$ cat src/rtl/ps2_key_tracker.sv
// PS/2 scan-code tracker: turns make/break/extended byte sequences into a held-key
// bitmap plus one-cycle press/release events for the 17 game keys.
module ps2_key_tracker #(
    parameter int PREFIX_TIMEOUT = 2_500_000
) (
    input  logic        CLOCK_50,
    input  logic        RESET,
    input  logic        BYTE_VALID,
    input  logic [7:0]  BYTE_DATA,
    input  logic        BYTE_ERR,
    output logic [16:0] KEY_HELD,
    output logic        EVENT_VALID,
    output logic [4:0]  EVENT_KEY,
    output logic        EVENT_MAKE
);

    localparam int TW = (PREFIX_TIMEOUT > 1) ? $clog2(PREFIX_TIMEOUT) : 1;

    typedef enum logic [2:0] {IDLE, EXT, BRK, EXT_BRK, SKIP} state_t;

    state_t        state, next_state;
    logic [2:0]    skip_cnt, next_skip;
    logic [TW-1:0] tmo_cnt, next_tmo;
    logic [16:0]   next_held;
    logic          next_ev;
    logic [4:0]    next_key;
    logic          next_make;

    logic          do_make, do_break, use_ext, timed_out;
    logic [5:0]    lk;
    logic [16:0]   key_mask;

    // Returns {hit, index}; arrows only match behind E0, letters only without it
    function automatic logic [5:0] lookup(input logic ext, input logic [7:0] code);
        logic [5:0] r;
        r = 6'd0;
        case ({ext, code})
            9'h175: r = {1'b1, 5'd0};
            9'h172: r = {1'b1, 5'd1};
            9'h16B: r = {1'b1, 5'd2};
            9'h174: r = {1'b1, 5'd3};
            9'h01D: r = {1'b1, 5'd4};
            9'h01B: r = {1'b1, 5'd5};
            9'h01C: r = {1'b1, 5'd6};
            9'h023: r = {1'b1, 5'd7};
            9'h035: r = {1'b1, 5'd8};
            9'h033: r = {1'b1, 5'd9};
            9'h034: r = {1'b1, 5'd10};
            9'h03B: r = {1'b1, 5'd11};
            9'h04D: r = {1'b1, 5'd12};
            9'h04C: r = {1'b1, 5'd13};
            9'h04B: r = {1'b1, 5'd14};
            9'h052: r = {1'b1, 5'd15};
            9'h029: r = {1'b1, 5'd16};
            default: r = 6'd0;
        endcase
        return r;
    endfunction

    always_comb begin
        next_state = state;
        next_skip  = skip_cnt;
        next_held  = KEY_HELD;
        next_ev    = 1'b0;
        next_key   = EVENT_KEY;
        next_make  = EVENT_MAKE;
        do_make    = 1'b0;
        do_break   = 1'b0;
        use_ext    = 1'b0;
        timed_out  = (state != IDLE) && (tmo_cnt == TW'(PREFIX_TIMEOUT - 1));

        if (BYTE_VALID && BYTE_ERR) begin
            next_state = IDLE;
            next_skip  = 3'd0;
        end else if (BYTE_VALID) begin
            case (state)
                IDLE: begin
                    case (BYTE_DATA)
                        8'hE0: next_state = EXT;
                        8'hF0: next_state = BRK;
                        8'hE1: begin
                            next_state = SKIP;
                            next_skip  = 3'd7;
                        end
                        8'hAA: next_held = 17'd0;
                        8'hFA, 8'hEE, 8'hFE: ;
                        default: do_make = 1'b1;
                    endcase
                end
                EXT: begin
                    if (BYTE_DATA == 8'hF0) begin
                        next_state = EXT_BRK;
                    end else if (BYTE_DATA != 8'hE0) begin
                        do_make    = 1'b1;
                        use_ext    = 1'b1;
                        next_state = IDLE;
                    end
                end
                BRK, EXT_BRK: begin
                    next_state = IDLE;
                    use_ext    = (state == EXT_BRK);
                    do_break   = !(BYTE_DATA == 8'hE0 || BYTE_DATA == 8'hF0 || BYTE_DATA == 8'hE1);
                end
                SKIP: begin
                    next_skip = skip_cnt - 3'd1;
                    if (skip_cnt <= 3'd1) begin
                        next_state = IDLE;
                        next_skip  = 3'd0;
                    end
                end
                default: next_state = IDLE;
            endcase
        end else if (timed_out) begin
            next_state = IDLE;
            next_skip  = 3'd0;
        end

        // Typematic repeats and breaks of unheld keys fall through silently
        lk       = lookup(use_ext, BYTE_DATA);
        key_mask = 17'd1 << lk[4:0];
        if (lk[5] && do_make && ((KEY_HELD & key_mask) == 17'd0)) begin
            next_held = KEY_HELD | key_mask;
            next_ev   = 1'b1;
            next_key  = lk[4:0];
            next_make = 1'b1;
        end else if (lk[5] && do_break && ((KEY_HELD & key_mask) != 17'd0)) begin
            next_held = KEY_HELD & ~key_mask;
            next_ev   = 1'b1;
            next_key  = lk[4:0];
            next_make = 1'b0;
        end

        if (BYTE_VALID || state == IDLE || timed_out)
            next_tmo = '0;
        else
            next_tmo = tmo_cnt + TW'(1);
    end

    always_ff @(posedge CLOCK_50) begin
        if (RESET) begin
            state       <= IDLE;
            skip_cnt    <= 3'd0;
            tmo_cnt     <= '0;
            KEY_HELD    <= 17'd0;
            EVENT_VALID <= 1'b0;
            EVENT_KEY   <= 5'd0;
            EVENT_MAKE  <= 1'b0;
        end else begin
            state       <= next_state;
            skip_cnt    <= next_skip;
            tmo_cnt     <= next_tmo;
            KEY_HELD    <= next_held;
            EVENT_VALID <= next_ev;
            EVENT_KEY   <= next_key;
            EVENT_MAKE  <= next_make;
        end
    end

endmodule

$ cat config.mk
export PLATFORM = sky130hd
export DESIGN_NAME = ps2_key_tracker
export DESIGN_NICKNAME = d
export VERILOG_FILES = /design/src/rtl/ps2_key_tracker.sv
export SDC_FILE = /design/constraint.sdc
export NUM_CORES = 1
export LEC_CHECK = 0
export BUFFER_PORTS_ARGS = -buffer_cell sky130_fd_sc_hd__buf_2
export CAP_MARGIN = 20
export CORE_MARGIN = 8
export CORE_UTILIZATION = 50
export CTS_CLUSTER_SIZE = 20
export DETAILED_ROUTE_END_ITERATION = 12
export GPL_ROUTABILITY_DRIVEN = 0
export PLACE_DENSITY = 0.77
export SYNTH_ARGS = -nofsm -noshare
export SYNTH_HDL_FRONTEND = slang
export SYNTH_SLANG_ARGS = --single-unit
$ cat constraint.sdc
create_clock -name CLOCK_50 -period 8.15 [get_ports CLOCK_50]
set_input_delay 0.4075 -clock CLOCK_50 [delete_from_list [all_inputs] [get_ports CLOCK_50]]
set_output_delay 0.4075 -clock CLOCK_50 [all_outputs]
set_load 0.01 [all_outputs]
Word-level counts from Yosys, hierarchy flattened
Cells that the tools add are included.
{ "op_classes": {"n_addsub": 2, "magnitude_cmp": 1, "eq_ne": 36, "shifts": 1, "muxes": 36, "bitwise": 4, "n_reduce_logical": 27} }
{ "ops": {"columns": ["op", "n"], "rows": [
  ["$mux W17", 6],
  ["$pmux W6 S17", 1],
  ["$eq A8 B8 Y1 const B", 7],
  ["$eq A9 B6 Y1 const B", 6],
  ["$eq A9 B7 Y1 const B", 4],
  ["$eq A9 B9 Y1 const B", 4],
  ["$and A17 B17 Y17", 2],
  ["$eq A9 B5 Y1 const B", 3],
  ["$mux W3", 8],
  ["$add A22 B1 Y22 const B", 1],
  ["$eq A22 B22 Y1 const B", 1],
  ["$pmux W3 S3", 2],
  ["$logic_not A17 Y1", 1],
  ["$not A17 Y17", 1],
  ["$or A17 B17 Y17", 1],
  ["$reduce_bool A17 Y1", 1],
  ["$shl A1 B5 Y17 const A", 1],
  ["$mux W1", 14],
  ["$reduce_bool A3 Y1", 4],
  ["$mux W5", 2],
  ["$ne A8 B8 Y1 const B", 1],
  ["$reduce_and A4 Y1", 2],
  ["$reduce_or A7 Y1", 1],
  ["$eq A3 B2 Y1 const B", 2],
  ["other kinds (17)", 31]
]} }
{ "word_totals": {"regBits": 52, "out_inout_bits": 24} }

Depth between registers and ports, before layout
Gate-level depths: netlist of run 1.
{ "depth": {"ltp_word": 14, "ltp_mapped": 12, "ltp_nobuf": 9} }

Worst setup path after synthesis of run 1
Ideal clock, no wire load.
{ "synth_timing": {"kind": "input to register", "from": "input BYTE_DATA[3]", "to": "register EVENT_KEY[0]", "arrival_time_ns": 2.839, "required_time_ns": 8.027, "setup_slack_ns": 5.187, "stages": 10, "path_buffers": 2, "path_cell_list": "buf_2 -> buf_1 -> mux2i_1 -> nor2_1 -> a31o_2 -> or2_2 -> and4_1 -> o31ai_4 -> a21boi_4 -> mux2_1"} }
{ "synth_via": {"elab_chain_len": 13, "elab_cells_between_ends": 53, "cone_classes": "eq/ne: 25; shift: 1; mux: 15; bitwise: 1; reduce/logical: 11"} }
{ "synth_lines": {"columns": ["item", "line_no", "source"], "rows": [
  ["start, declared", "9", "input logic [7:0] BYTE_DATA,"],
  ["$ne A8 B8 Y1", "93", "end else if (BYTE_DATA != 8'hE0) begin"],
  ["$mux W1", "93", null],
  ["$mux W1", "91", "if (BYTE_DATA == 8'hF0) begin"],
  ["$pmux W1 S2", "76", "case (state)"],
  ["$mux W1", "75", "end else if (BYTE_VALID) begin"],
  ["$mux W1", "72", "if (BYTE_VALID && BYTE_ERR) begin"],
  ["$eq A9 B6 Y1, or another cell as far along", "37", "case ({ext, code})"],
  ["$pmux W6 S17", "37", null],
  ["$shl A1 B5 Y17", "120", "key_mask = 17'd1 << lk[4:0];"],
  ["$and A17 B17 Y17", "121, 126", null],
  ["$logic_not A17 Y1 or $reduce_bool A17 Y1 (tied branches)", "121, 126", null],
  ["$logic_and A1 B1 Y1 (on tied branches)", "121, 126", null],
  ["$mux W5 or $reduce_bool A2 Y1 (tied branches)", null, null],
  ["end signal, assigned", "154", "EVENT_KEY <= next_key;"],
  ["end, declared", "13", "output logic [4:0] EVENT_KEY,"]
]} }
Several ways; a longest one is shown, not always the timed one. The select of a mux whose other input is x is not followed.
A chain may end at the register's enable or synchronous reset.

Worst setup path in the final report of run 1
{ "layout_timing": {"from": "input BYTE_DATA[2]", "to": "register EVENT_KEY[0]"} }
The elaborated chain is that of the path after synthesis.

==> results of run 1 <==
==> report_power, final <==
part | internal [mW] | switching [mW] | total (mW) | leakage (nW)
Combinational | 0.0121 | 0.0276 | 0.0398 | 0.818
Clock | 0.0651 | 0.0980 | 0.163 | 0.0511
Sequential | 0.254 | 0.000186 | 0.254 | 0.419
==> metrics by stage <==
stage / hold slack (ns) / utilization [%] / cell area (um^2) / instances / power, mW
after CTS: 0.488 / 54.5 / 3640 / 518 / 0.460
after global placement: 0.440 / 53.1 / 3540 / 510 / 0.297
after floorplan: 0.426 / - / 3390 / 419 / 0.289
after detailed placement: 0.463 / 53.1 / 3540 / 510 / 0.298
final: 0.493 / 54.5 / 3640 / 518 / 0.457
after global routing: 0.515 / 54.5 / 3640 / 518 / 0.474
==> per-layer routing <==
metal,global-route usage [%],vias to the layer above,wire length (um)
li1,-,1592,-
met1,24.3,1603,3940
met2,29.6,178,4120
met3,4.05,19,849
met4,4.84,0,127
met5,0,-,0
==> cell usage after synthesis (3+ instances only) <==
| library cell | n |
|---|---|
| nand3b_1 | 3 |
| a211oi_1 | 8 |
| a22oi_1 | 6 |
| nand3_1 | 23 |
| nor2b_1 | 9 |
| or4b_2 | 8 |
| ha_1 | 3 |
| a31oi_1 | 5 |
| buf_4 | 3 |
| o21ai_0 | 21 |
| xnor2_1 | 8 |
| mux2i_1 | 4 |
| or2_2 | 3 |
| xor2_1 | 13 |
| nor4bb_1 | 3 |
| a41oi_1 | 5 |
| o22ai_1 | 4 |
| and3_1 | 8 |
| nand2b_1 | 14 |
| clkbuf_1 | 12 |
| nor2_1 | 52 |
| nand2_1 | 22 |
| and4b_1 | 3 |
| nor4_1 | 6 |
| nand4b_1 | 4 |
| nand4_1 | 14 |
| dfxtp_1 | 52 |
| and2_1 | 3 |
| or3_1 | 6 |
| inv_1 | 13 |
| nor3_1 | 7 |
| buf_2 | 8 |
| a21oi_1 | 9 |
| nor4b_1 | 7 |
==> cell usage in the layout, fill, tap and decap left out, drive strengths merged, types with 7 or more instances in the layout <==
master / count
inv: 16
xor2: 13
xnor2: 8
nor2b: 9
buf: 37
nor4b: 8
o21ai: 22
nor3: 8
nand2: 22
nand2b: 14
or4b: 11
a211oi: 8
a21oi: 9
and3: 8
nor2: 52
or3: 7
nand4: 14
dfxtp: 52
nand3: 23
==> flip-flops by register name, indices dropped and copies added, names as in the netlist <==
register and flops:
tmo_cnt 22, skip_cnt 3, state 3, EVENT_MAKE 1, EVENT_VALID 1, EVENT_KEY 5, KEY_HELD 17
==> final cells by class <==
type / instances / share of cell area, %
clock buffer: 5 / 1.89
clock inverter: 3 / 0.790
inverter: 13 / 1.34
multi-input combinational: 328 / 59.4
sequential: 52 / 28.6
tap: 80 / 2.75
timing repair buffer: 37 / 5.22
==> final timing paths <==
path / to / cells after the start / slack (ns)
max: EVENT_KEY[0] / 9 / 4.55
min: tmo_cnt[0] / 1 / 0.49
max reg2reg: EVENT_KEY[0] / 8 / 4.68
min reg2reg: tmo_cnt[0] / 1 / 0.49
==> logic make-up (layout without fill, tap and decap cells) <==
family | after synthesis | in the layout | share of synthesized area (%)
fa+ha+maj | 3 | 3 | 1.11
flops | 52 | 52 | 30.7
compound gates | 85 | 85 | 18.2
xor+xnor | 21 | 21 | 5.43
mux | 6 | 6 | 1.85
simple gates | 213 | 213 | 37.3
buf+inv | 39 | 58 | 5.39
==> results.tsv, run 1 <==
metric	value	unit
ctsResizeCount	0	
antenna_found_initial	0	
synth_top_area_cell	dfxtp_1	
crit_path_end_kind	register	
worst_pin_slew	1.02	ns
overflow	0	
synth_warnings	0	
cts.sinks	52	
io_buffers	35	
first_pass_iters	5	
num_vias	3392	
cts_tree	done	
dieArea	9670	um^2
crit_path_start_kind	input port	
max-cap-violations	0	
period_needed	3.60	ns
hp-class	reg2reg	
crit_path_start	BYTE_DATA[2]	
drive_gt1_share	15.3	%
hold_viol_final	0	
fillers	608	
slew_headroom	31.4	%
synth_edf_count	0	
syn_avg_cell_area	8.09	um^2
grt_pass1_vias	3064	
hold_buffers	0	
clk_latency	0.31	ns
worstSetupPathType	in2reg	
netlist_area	3390	um^2
rsz0062_at_grt	false	
maxSlewViolCount	0	
die_w	98.3	um
antenna_cells	0	
path_buf_inv	1	
ant_nets	0	
first_iter_violations	447	
status	completed	
min_period_over_period	44.2	%
power.density	126	nW/um^2
dp_hpwl	6.57	mm
synth_seq_cells	52	
path_delay_family	compound AO/OA/AOI/OAI gates	
synth_top_area_share	30.7	%
grt_pass1_wl	15.1	mm
ir_worst_vdd	0.109	mV
fin_tns_setup	0	ns
finalSetupViolCount	0	
nets	452	
critPathMaxStageDelay	0.66	ns
cp.arrival	3.81	ns
max-clock-path-buffers	2	
cp_max_fo	21	
cp.required	8.36	ns
cts_setup_buffers	0	
regArea	1040	um^2
multi_input_area	2160	um^2
initial_core_util	50.7	%
viasPerCell	6.55	
synth-async-reset-ratio	0	%
ys_seq_area_share	30.7	%
grt_usage	18.5	%
setup_slack	4.55	ns
grt_max_degree	33	
p_leak	1.29	nW
ys.flop_type	dfxtp_1	
drcViolationCount	0	
finClkSkew	0.00485	ns
hold_path_startpoint	tmo_cnt[0]	
synthesis.nets	434	
crit_path_cell_trace	buf_2, nor4bb_1, nor3b_1, a41o_1, nor3_1, o211a_1, o31ai_4, a21boi_4, mux2_1	
synth_area_leaders	dfxtp_1 (31%), nor2_1 (5.8%), nand3_1 (3.4%)	
numCtsBuffers	5	
core_area	6680	um^2
area_delta_synth_final	7.50	%
io-pin-count	36	
fmax	278	MHz
rows	30	
clkTransAtPathRegs	0.10	ns
cp_slowest_cell	nor4bb_1	
wl_per_cell	17.4	um
r2r_start	state[2]	
dp_slack	4.40	ns
syn_inst	419	
clockRootBuffer	clkbuf_8	
routed_wl	9.04	mm
die_y	98.3	um
synthDistinctLibCells	70	
h-tree-depth	2	
No activity file was read; power rests on OpenSTA's default activity.
==> run 2: changes to the inputs <==
Settings changed: ABC_AREA from default to 1.
Clock period 8.15 ns to 3.8 ns, I/O delays scaled along.
==> run 2 against run 1 <==
  * Cell area is 3.5% higher
  * Total power is 140% higher
  * Combinational power is 100% higher
  * Synthesized cell count is 28% higher
  * Clock power grew to 2.8 times the previous value
  * Global-route usage is 0.94 points lower
  * Critical path depth is 8 higher
  * Sequential share of layout area is 0.96 points lower
==> results.tsv, run 2 <==
metric	value	unit	change
ctsResizeCount	0		unchanged
p_leak	1.73	nW	was 1.29 nW
period_needed	2.84	ns	
syn_inst	538		was 419
cp_max_fo	23		was 21
synth_top_area_cell	dfxtp_1		unchanged
die_w	98.7	um	was 98.3 um
die_y	98.7	um	was 98.3 um
finClkSkew	0.00409	ns	was 0.00485 ns
crit_path_start	state[1]		was BYTE_DATA[2]
synth_warnings	0		unchanged
fin_tns_setup	0	ns	unchanged
antenna_cells	0		unchanged
numCtsBuffers	5		unchanged
crit_path_start_kind	register		was input port
viasPerCell	5.36		was 6.55
io_buffers	35		unchanged
fillers	657		was 608
ff2ff_setup_slack	0.96	ns	was 4.68 ns
ir_worst_vdd	0.221	mV	was 0.109 mV
mostFrequentLayoutCells	nand2_1 (121), inv_1 (96), nor2_1 (61), dfxtp_1 (52), nand3_1 (39)		was dfxtp_1 (52), nor2_1 (52), buf_2 (35), nand3_1 (23), nand2_1 (22)
cts_tree	done		unchanged
clkTransAtPathRegs	0.10	ns	about the same
min_period_over_period	74.6	%	
largest_reg_flops	22		unchanged
core_area	6720	um^2	was 6680 um^2
fmax	353	MHz	
hold_path_startpoint	RESET		was tmo_cnt[0]
max-clock-path-buffers	2		unchanged
hold_buffers	0		unchanged
ys_seq_area_share	30.4	%	was 30.7%
cts.sinks	52		unchanged
nets	585		was 452
ant_nets	0		unchanged
syn_avg_cell_area	6.36	um^2	was 8.09 um^2
first_iter_violations	227		was 447
critPathMaxStageDelay	0.64	ns	was 0.66 ns
synthDistinctLibCells	47		was 70
synth_edf_count	0		unchanged
antenna_found_initial	0		unchanged
wl_per_cell	12.8	um	was 17.4 um
power.density	289	nW/um^2	was 126 nW/um^2
dp_hpwl	6.42	mm	was 6.57 mm
min_to	EVENT_VALID		was tmo_cnt[0]
netlist_area	3420	um^2	was 3390 um^2
cts_setup_buffers	0		unchanged
overflow	0		unchanged
grt_usage	17.5	%	was 18.5%
status	completed		unchanged
ys.flop_type	dfxtp_1		unchanged
synthesis.nets	553		was 434
hold_viol_final	0		unchanged
rows	30		unchanged
first_pass_iters	5		unchanged
initial_core_util	50.9	%	was 50.7%
io-pin-count	36		unchanged
path_delay_family	simple AND/OR/NAND/NOR gates		was compound AO/OA/AOI/OAI gates
largest_register	tmo_cnt		unchanged
cp_slowest_cell	nor3_4		was nor4bb_1
grt_pass1_vias	3300		was 3064
synth-async-reset-ratio	0	%	unchanged
synth_area_leaders	dfxtp_1 (30%), nand2_1 (13%), inv_1 (11%)		was dfxtp_1 (31%), nor2_1 (5.8%), nand3_1 (3.4%)
synth_seq_cells	52		unchanged
crit_path_cell_trace	nor2_1, inv_1, nor2_1, o21ai_2, nand2_2, nand2_4, nand2_1, nand3_1, nor2_1, nand2_2, nor2_4, nor3_4, nand2_4, nand2_2, inv_1, nand2_1, a21oi_1		was buf_2, nor4bb_1, nor3b_1, a41o_1, nor3_1, o211a_1, o31ai_4, a21boi_4, mux2_1
clockRootBuffer	clkbuf_8		unchanged
max-cap-violations	0		unchanged
reg2reg_to	EVENT_KEY[2]		was EVENT_KEY[0]
worst_pin_slew	0.827	ns	was 1.02 ns
slew_headroom	44.7	%	was 31.4%
r2r_start	state[1]		was state[2]
routed_wl	8.31	mm	was 9.04 mm
ff2ff_path_depth	17		was 8
cp.arrival	3.01	ns	was 3.81 ns
grt_pass1_wl	14.6	mm	was 15.1 mm
cp.required	3.98	ns	was 8.36 ns
drive_gt1_share	13.1	%	was 15.3%
drcViolationCount	0		unchanged
maxSlewViolCount	0		unchanged
hp-class	in2reg		was reg2reg
grt_max_degree	25		was 33
power	1.09	mW	was 0.457 mW
h-tree-depth	2		unchanged
finalSetupViolCount	0		unchanged
dieArea	9740	um^2	was 9670 um^2
cp.depth	17		was 9
num_vias	3491		was 3392
path_buf_inv	2		was 1
worstSetupPathType	reg2reg		was in2reg
synth_most_common_cell	nand2_1		
area_delta_synth_final	10.2	%	was 7.50%
final_common_cell	nand2_1		
clk_latency	0.30	ns	was 0.31 ns
synth_top_area_share	30.4	%	was 30.7%
whs_path_depth	2		was 1
reg_top3	tmo_cnt x22, KEY_HELD x17, EVENT_KEY x5		unchanged
crit_path_end_kind	register		unchanged
rsz0062_at_grt	false		unchanged
netlist_top_cells_count	nand2_1 (121), inv_1 (96), nor2_1 (61), dfxtp_1 (52), nand3_1 (39)		was dfxtp_1 (52), nor2_1 (52), nand3_1 (23), nand2_1 (22), o21ai_0 (21)
## run 2: cell count changes after synthesis, moves of 10 or more
| cell | before | now |
|---|---|---|
| o21ai_0 | 21 | 8 |
| nand3_1 | 23 | 39 |
| a21oi_1 | 9 | 33 |
| nand2b_1 | 14 | 0 |
| nand2_1 | 22 | 121 |
| nor3_1 | 7 | 17 |
| inv_1 | 13 | 96 |
| nand4_1 | 14 | 28 |
| xor2_1 | 13 | 1 |
## run 2: worst max path at each step
stage / to / slack [ns]
floorplan: KEY_HELD[15] / 1.51
global placement: EVENT_KEY[2] / 1.08
detailed placement: KEY_HELD[1] / 0.98
CTS: EVENT_KEY[2] / 1.02
global route: EVENT_KEY[1] / 0.65
finish: EVENT_KEY[2] / 0.96
## run 2: layer usage
metal	GRT usage [%]	wire length, um
met5	0	0
met4	5.31	131
met3	3.52	555
met2	28.8	3710
met1	22.5	3910
## run 2: logic make-up (layout without fill, tap and decap cells)
family                     Yosys count  in the layout  synth area share (%)
adders and majority gates            3              3                  1.10
DFF                                 52             52                  30.4
and+or+nand+nor                    300            300                  42.2
xor gates and xnor gates             2              2                 0.512
AOI/OAI and AO/OA                   72             72                  12.9
buffers and inverters              109            142                  12.8
## run 2: metrics by stage
| stage | hold slack, ns | worst slack, ns | std cells | area (um^2) | util (%) |
|---|---|---|---|---|---|
| after floorplan | 0.259 | 1.51 | 538 | 3420 | - |
| after global placement | 0.432 | 1.08 | 643 | 3630 | 54.0 |
| after detailed placement | 0.440 | 0.978 | 643 | 3630 | 54.0 |
| after CTS | 0.318 | 1.02 | 651 | 3770 | 56.1 |
| after global routing | 0.361 | 0.650 | 651 | 3770 | 56.1 |
| final | 0.328 | 0.964 | 651 | 3770 | 56.1 |
## run 2: area by class of cell
class	count	area (um^2)	share of cell area [%]
inverter	98	368	9.76
sequential	52	1040	27.6
clock inverter	3	68.8	1.83
multi-input combinational	377	1940	51.5
tap	80	100	2.66
timing repair buffer	36	183	4.85
clock buffer	5	68.8	1.83
## run 2: power breakdown
part | switching, mW | internal, mW | total (mW)
Clock | 0.192 | 0.265 | 0.457
Sequential | 0.00311 | 0.548 | 0.551
Combinational | 0.0565 | 0.0236 | 0.0801
==> run 3: changes to the inputs <==
Clock period 3.8 ns to 2.65 ns, I/O delays scaled along.
==> run 3 against run 2 <==
  * Final cell count is 2.3% higher
  * Via count grew 3.1%
  * Setup slack got worse by 0.76 ns
  * Wire length is 4.2% higher
  * Highest routed layer unchanged
  * Sequential share of layout area shrank 1.1 points
  * Critical path depth rose by 1
  * First-iteration DRC count fell by 24%
==> results.tsv, run 3 (synthesis gave the netlist of run 2 again) <==
metric	value	unit	change
status	completed		unchanged
max-cap-violations	0		unchanged
regArea	1040	um^2	unchanged
grt_pass1_wl	14.5	mm	was 14.6 mm
io-pin-count	36		unchanged
hold_buffers	0		unchanged
routed_wl	8.66	mm	was 8.31 mm
dp_hpwl	6.44	mm	was 6.42 mm
r2r_start	state[1]		unchanged
die_y	98.7	um	unchanged
grt_usage	17.6	%	was 17.5%
first_pass_iters	5		unchanged
p_leak	1.78	nW	was 1.73 nW
mostFrequentLayoutCells	nand2_1 (118), inv_1 (96), nor2_1 (58), dfxtp_1 (52), nand3_1 (39)		was nand2_1 (121), inv_1 (96), nor2_1 (61), dfxtp_1 (52), nand3_1 (39)
core_area	6720	um^2	unchanged
numCtsBuffers	5		unchanged
whs_path_depth	3		was 2
reg2reg_to	KEY_HELD[7]		was EVENT_KEY[2]
grt_pass1_vias	3248		was 3300
final_area	3920	um^2	was 3770 um^2
slew_headroom	70.6	%	was 44.7%
cts_tree	done		unchanged
largest_register	tmo_cnt		unchanged
antenna_found_initial	0		unchanged
fillers	630		was 657
initial_core_util	50.9	%	unchanged
clk_latency	0.32	ns	was 0.30 ns
num_vias	3600		was 3491
cp.required	2.90	ns	was 3.98 ns
area_delta_synth_final	14.7	%	was 10.2%
min_period_over_period	92.4	%	was 74.6%
fin_tns_setup	0	ns	unchanged
hp-class	in2reg		unchanged
ir_worst_vdd	0.242	mV	was 0.221 mV
clockRootBuffer	clkbuf_8		unchanged
cp.arrival	2.70	ns	was 3.01 ns
h-tree-depth	2		unchanged
fmax	408	MHz	was 353 MHz
ant_nets	0		unchanged
finalSetupViolCount	0		unchanged
rows	30		unchanged
finClkSkew	0.0114	ns	was 0.00409 ns
io_buffers	35		unchanged
die_w	98.7	um	unchanged
maxSlewViolCount	0		unchanged
wl_per_cell	13.0	um	was 12.8 um
hold_path_startpoint	RESET		unchanged
largest_reg_flops	22		unchanged
crit_path_start_kind	register		unchanged
overflow	0		unchanged
ff2ff_path_depth	18		was 17
crit_path_end_kind	register		unchanged
max-clock-path-buffers	2		unchanged
viasPerCell	5.41		was 5.36
place_area	3710	um^2	was 3630 um^2
dieArea	9740	um^2	unchanged
hold_viol_final	0		unchanged
grt_max_degree	25		unchanged
min_to	KEY_HELD[0]		was EVENT_VALID
period_needed	2.45	ns	was 2.84 ns
worst_pin_slew	0.441	ns	was 0.827 ns
first_iter_violations	173		was 227
reg_top3	tmo_cnt x22, KEY_HELD x17, EVENT_KEY x5		unchanged
ff2ff_setup_slack	0.20	ns	was 0.96 ns
final_common_cell	nand2_1		unchanged
clkTransAtPathRegs	0.10	ns	about the same
cp_max_fo	8		was 23
antenna_cells	0		unchanged
cts.sinks	52		unchanged
drcViolationCount	0		unchanged
multi_input_area	2030	um^2	was 1940 um^2
rsz0062_at_grt	true		was false
power.density	358	nW/um^2	was 289 nW/um^2
nets	600		was 585
holdWs	0.243	ns	was 0.328 ns
drive_gt1_share	16.7	%	was 13.1%
worstSetupPathType	reg2reg		unchanged
-- run 3: critical path, stage by stage (launching register included) --
cell,delay (ns)
dfxtp_1,0.36
nor2_1,0.10
inv_1,0.08
nor2_2,0.12
o21ai_2,0.09
nand2_4,0.13
buf_4,0.12
nand3_1,0.12
nand3_1,0.13
nor2_2,0.06
nand3_1,0.10
nand3_1,0.09
nor2_2,0.13
nand3_4,0.14
nand2_4,0.13
nand3_4,0.12
nand2_4,0.17
nand2_1,0.07
a21oi_1,0.13
-- run 3: how the worst max path moves through the flow --
stage            startpoint      endpoint
6_report           state[1]   KEY_HELD[7]
5_1_grt            state[2]   KEY_HELD[5]
4_1_cts            state[2]  EVENT_KEY[2]
3_5_place_dp       state[2]   KEY_HELD[1]
3_3_place_gp   BYTE_DATA[2]   KEY_HELD[7]
2_1_floorplan      state[2]  KEY_HELD[15]
-- run 3: routing by layer --
| layer | up-vias | share of wire (%) | global-route usage, % |
|---|---|---|---|
| li1 | 1851 | - | - |
| met1 | 1598 | 46 | 21.9 |
| met2 | 133 | 44 | 28.6 |
| met3 | 18 | 7.6 | 3.88 |
| met4 | 0 | 2.4 | 7.79 |
| met5 | - | 0 | 0 |
-- run 3: metrics by stage --
step           setup slack [ns]  total power [mW]  utilization (%)  std cells
5_1_grt                 -0.0110              1.46             58.4        666
3_3_place_gp              0.144             0.923             55.3        654
3_5_place_dp             0.0488             0.925             55.3        654
2_1_floorplan             0.359             0.889                -        538
6_report                  0.200              1.40             58.4        666
4_1_cts                  0.0108              1.40             56.7        662
-- run 3: layout make-up --
type,count,area share [%]
Clock buffer,5,1.75
Clock inverter,3,0.638
Inverter,98,9.54
Multi-Input combinational cell,379,51.8
Sequential cell,52,26.5
Tap cell,80,2.55
Timing Repair Buffer,49,7.15
-- run 3: power by group --
group	internal, mW	leakage [nW]	switching [mW]	total, mW
combinational	0.0400	1.32	0.0878	0.128
sequential	0.786	0.419	0.00454	0.790
clock	0.193	0.0452	0.291	0.484
total	1.02	1.78	0.383	1.40
-- run 3: what timing repair did --
item                                    4_1_cts  5_1_grt
buffers inserted                              0        2
gates resized for setup                       0       18
endpoints found under the setup margin        0       25
